--- config.mk ---
export PLATFORM = sky130hd
export DESIGN_NAME = uart_rx_16x
export DESIGN_NICKNAME = d
export VERILOG_FILES = /design/src/rtl/uart_rx_16x.sv
export SDC_FILE = /design/constraint.sdc
export NUM_CORES = 1
export LEC_CHECK = 0
export ABC_AREA = 1
export BUFFER_PORTS_ARGS = -buffer_cell sky130_fd_sc_hd__buf_2
export CORE_AREA = 2 2 64 66
export DETAILED_ROUTE_END_ITERATION = 8
export DIE_AREA = 0 0 66 68
export PLACE_DENSITY = 0.83
export RECOVER_POWER = 25
export SYNTH_ARGS = -nofsm -noshare
export SYNTH_HDL_FRONTEND = slang
export SYNTH_SLANG_ARGS = --single-unit
--- constraint.sdc ---
create_clock -name clk -period 1.8 [get_ports clk]
set_input_delay 0.27 -clock clk [delete_from_list [all_inputs] [get_ports clk]]
set_output_delay 0.27 -clock clk [all_outputs]
set_load 0.02 [all_outputs]
--- src/rtl/uart_rx_16x.sv ---
// UART receiver with 16x oversampling: 8N1 frames, single mid-bit sample,
// valid/acknowledge handshake and frame-error / overrun pulses.
`timescale 1ns/1ps
module uart_rx_16x #(
    parameter int CLK_FREQ  = 50_000_000,
    parameter int BAUD_RATE = 9600
) (
    input  logic       clk,
    input  logic       rst,
    input  logic       rx_in,
    input  logic       rx_ack,
    output logic [7:0] rx_out,
    output logic       rx_done,
    output logic       rx_valid,
    output logic       frame_err,
    output logic       overrun
);

    localparam int DIV   = CLK_FREQ / (BAUD_RATE * 16);
    localparam int DIV_W = (DIV > 1) ? $clog2(DIV) : 1;
    localparam logic [DIV_W-1:0] DIV_LAST = DIV_W'(DIV - 1);

    typedef enum logic [2:0] {IDLE, START, DATA, STOP, WAIT_HIGH} state_t;

    state_t           state, state_nxt;
    logic             rx_sync_p0, rx_sync_p1, rx_prev;
    logic [DIV_W-1:0] div_cnt;
    logic [3:0]       sub_cnt;
    logic [2:0]       bit_cnt;
    logic [7:0]       shift;
    logic             tick, fall, mid_start, mid_bit;
    logic             data_sample, stop_ok, stop_bad;

    // Stage p0/p1: two-flop synchronizer, idles high; rx_prev feeds the edge detector
    always_ff @(posedge clk or negedge rst) begin
        if (!rst) begin
            rx_sync_p0 <= 1'b1;
            rx_sync_p1 <= 1'b1;
            rx_prev    <= 1'b1;
        end else begin
            rx_sync_p0 <= rx_in;
            rx_sync_p1 <= rx_sync_p0;
            rx_prev    <= rx_sync_p1;
        end
    end

    assign fall      = rx_prev & ~rx_sync_p1;
    assign tick      = (state != IDLE) && (div_cnt == DIV_LAST);
    assign mid_start = tick && (sub_cnt == 4'd7);
    assign mid_bit   = tick && (sub_cnt == 4'd15);

    always_ff @(posedge clk or negedge rst) begin
        if (!rst) state <= IDLE;
        else      state <= state_nxt;
    end

    always_comb begin
        state_nxt = state;
        case (state)
            IDLE:      if (fall) state_nxt = START;
            START:     if (mid_start) state_nxt = rx_sync_p1 ? IDLE : DATA;
            DATA:      if (mid_bit && bit_cnt == 3'd7) state_nxt = STOP;
            STOP:      if (mid_bit) state_nxt = rx_sync_p1 ? IDLE : WAIT_HIGH;
            WAIT_HIGH: if (rx_sync_p1) state_nxt = IDLE;
            default:   state_nxt = IDLE;
        endcase
    end

    always_comb begin
        data_sample = 1'b0;
        stop_ok     = 1'b0;
        stop_bad    = 1'b0;
        case (state)
            DATA:    data_sample = mid_bit;
            STOP: begin
                stop_ok  = mid_bit &  rx_sync_p1;
                stop_bad = mid_bit & ~rx_sync_p1;
            end
            default: ;
        endcase
    end

    // Sub-bit counter restarts after the start mid-point so later samples land mid-bit
    always_ff @(posedge clk or negedge rst) begin
        if (!rst) begin
            div_cnt <= '0;
            sub_cnt <= '0;
            bit_cnt <= '0;
        end else if (state == IDLE) begin
            div_cnt <= '0;
            sub_cnt <= '0;
            bit_cnt <= '0;
        end else begin
            div_cnt <= (div_cnt == DIV_LAST) ? '0 : div_cnt + DIV_W'(1);
            if (mid_start && state == START) sub_cnt <= '0;
            else if (tick)                   sub_cnt <= sub_cnt + 4'd1;
            if (data_sample) bit_cnt <= bit_cnt + 3'd1;
        end
    end

    always_ff @(posedge clk) begin
        if (data_sample) shift <= {rx_sync_p1, shift[7:1]};
    end

    // Stage p2: registered results, one cycle after the stop-bit sample
    always_ff @(posedge clk or negedge rst) begin
        if (!rst) begin
            rx_out    <= 8'h00;
            rx_done   <= 1'b0;
            rx_valid  <= 1'b0;
            frame_err <= 1'b0;
            overrun   <= 1'b0;
        end else begin
            rx_done   <= stop_ok;
            frame_err <= stop_bad;
            overrun   <= stop_ok & rx_valid & ~rx_ack;
            if (stop_ok) begin
                rx_out   <= shift;
                rx_valid <= 1'b1;
            end else if (rx_ack) begin
                rx_valid <= 1'b0;
            end
        end
    end

endmodule

==> flow_summary.toml <==
[floorplan]
core_mm2 = 0.003856
dieWidth_um = 66
start_util = 0.4961
std_cell_rows = 23
io-pin-count = 16
die_area_mm2 = 0.004488
die_h_um = 68

[clock_network]
cts_max_level = 2
clock_sinks = 42
postCtsHoldBufs = 0
clk_pin_slew_ps = 80
clkLatencyLatePin_ps = 300
numCtsBuffers = 5
cts_tree = "done"
clock_tree.root_cell = "clkbuf_8"
cts_max_path_buffers = 2

[timing]
holdWs_ps = 39.78
period_share = 0.9298
worstMarginPinSlew_ps = 799.0
setup_viol = 0
maxSlewViolCount = 0
rsz0062_at_grt = "no"
fmax_mhz = 597.5
hold_viol = 0
fin_crit_ps = 1674
skew_ps = 7.783
relSlewSlack = 0.4674
tns_ps = 0
fin_ws_ps = 126.4

[layout]
nets = 238
areaGrowthSynthToFinish_pct = 13.93
antenna_cells = 0
drive_gt1_frac = 0.1913
fin_util = 0.5652
n_fill_cell = 358

[power_and_ir_drop]
finalPower_mw = 2.319
ir_drop_v = 0.0007710
p_int_mw = 1.586
p_leak_nw = 1.115
p_seq_frac = 0.469
p_comb_frac = 0.213
p_per_area_mw_per_mm2 = 1064
swShare = 0.3163
p_sw_mw = 0.7336
clkPwrFrac = 0.319

[critical_path]
rr_startpoint = "div_cnt[0]"
worstPathArrival_ps = 1680
worstPathMaxFanout = 8
end_kind = "register"
startpoint = "div_cnt[0]"
worstPathRequired_ps = 1810
r2r_end = "shift[7]"
ff2ff_setup_slack_ps = 130
r2r_cells = 7
criticalPathCategory = "register to register"
startpoint_type = "register"

[logic_synthesis]
synth_most_common_cell = "nand2_1"
synthCells = 206
synth_common_cells = "nand2_1 (60), dfrtp_1 (31), nor2_1 (19), inv_1 (18), nand3_1 (16)"
synth-async-reset-ratio = 0.8095
synthTopCellsByArea = "dfrtp_1 (41%), edfxtp_1 (13%), nand2_1 (12%)"
synth_ff_type = "dfrtp_1"
synth-edff-count = 8
syn_avg_cell_area_um2 = 9.287
ys_ff_latch = 42
synth_nets = 215
synth_area_leader_cell = "dfrtp_1"
synth_top_area_share = 0.4055
yosysSeqAreaShare = 0.5723
ys_warn_count = 0
synth_area_mm2 = 0.001913
yosysUniqueCellTypes = 25

[global_route]
antenna_found_initial = 0
track_usage = 0.1656
grt_max_degree = 35
grt_pass1_wl_um = 5513
grt_pass1_vias = 1246
grt.overflow.total = 0

[outcome]
status = "finished, final reports clean"

[place]
dp_hpwl_um = 2308
io_buffers = 15
place_ws_ps = 141.7
gp_congestion = 0.7979

[routing]
vias = 1361
drt-total-wl_um = 3261
drcViolationCount = 0
drtPass1Iterations = 4
drt_iter0_markers = 81
drtAntennaViolNets = 0
routedWlPerCell_um = 11.65
viasPerCell = 4.861

[job]
drv_cap = 0

[min_path]
hp-class = "input port to async pin"
==> per-stage QoR <==
stage	area, µm²	instances
final	2180	280
after CTS	2160	279
after global routing	2180	280
after floorplan	1913	206
after detailed placement	2047	271
after global placement	2047	271
==> final cells by class <==
class                   instances  area (µm²)  share of cell area
clock buffers                   5       68.82             0.03157
clock inverters                 3       43.79             0.02009
inverters                      23       87.58             0.04018
multi-input cells             138       704.4              0.3232
flip-flops and latches         42        1095              0.5023
well taps                      50       62.56             0.02870
repair buffers                 19       117.6             0.05396
==> what timing repair did <==
action                     in CTS  in global routing
setup buffers                   0                  1
gates resized for setup         0                  0
setup endpoints to repair       0                  1
==> worst max-delay path, stage by stage (launching register included) <==
cell and delay [ps]:
dfrtp_1 420, inv_1 70, ha_1 160, nand2_1 90
nor2_4 160, nand4_1 170, nor2_1 130, buf_4 180
==> placed cells by master (no fill, tap or decap) <==
cell	n
buf_2	14
nor2_1	19
nor3_1	10
nor3_4	1
nand2_1	60
bufinv_16	1
inv_1	18
buf_4	3
edfxtp_1	8
nand3_1	16
ha_1	5
xor2_1	1
clkbuf_8	5
nor2_2	1
xnor2_1	1
buf_12	1
nand2_2	2
o21ai_0	6
nor3b_1	1
nand2_4	1
clkinv_2	2
inv_6	1
nor2_4	3
dfstp_2	3
clkbuf_2	1
nand4_1	7
dfrtp_1	31
nand4_4	1
a21oi_1	3
inv_2	4
==> power by group through the flow <==
stage / combinational, mW / clock, mW / sequential [mW]
after floorplan: 0.415 / 0 / 1.08
after global placement: 0.490 / 0 / 1.10
after detailed placement: 0.494 / 0 / 1.10
after CTS: 0.500 / 0.762 / 1.08
after global routing: 0.579 / 0.805 / 1.09
final: 0.493 / 0.739 / 1.09
==> layer usage <==
metal | GRT usage | routed length (µm) | up-vias
met4 | 0.08418 | 65 | 0
li1 | - | - | 712
met5 | 0 | 0 | -
met2 | 0.2551 | 1554 | 14
met1 | 0.2237 | 1548 | 628
met3 | 0.03454 | 93 | 7
==> worst max-delay path by stage <==
stage	endpoint	cells after the start
after floorplan	shift[0]	6
after global placement	shift[0]	7
after detailed placement	rx_out[1]	10
after CTS	rx_out[5]	10
after global routing	shift[4]	7
final	shift[7]	7
==> state kept, by name, summed over array words and instances, names as in the netlist, 3 cells and up <==
name     flops
div_cnt      9
sub_cnt      4
bit_cnt      3
state        3
shift        8
rx_out       8
==> cells by family after synthesis <==
logic type               count (synthesis)  synth area share
buffers and inverters                   26           0.05951
flip-flops                              42            0.5723
AO/OA/AOI/OAI                            9           0.02354
XOR/XNOR                                 2          0.009158
adder cells (fa/ha/maj)                  5           0.03270
AND/OR/NAND/NOR                        122            0.3028
Power figures use the tool's default switching activity.
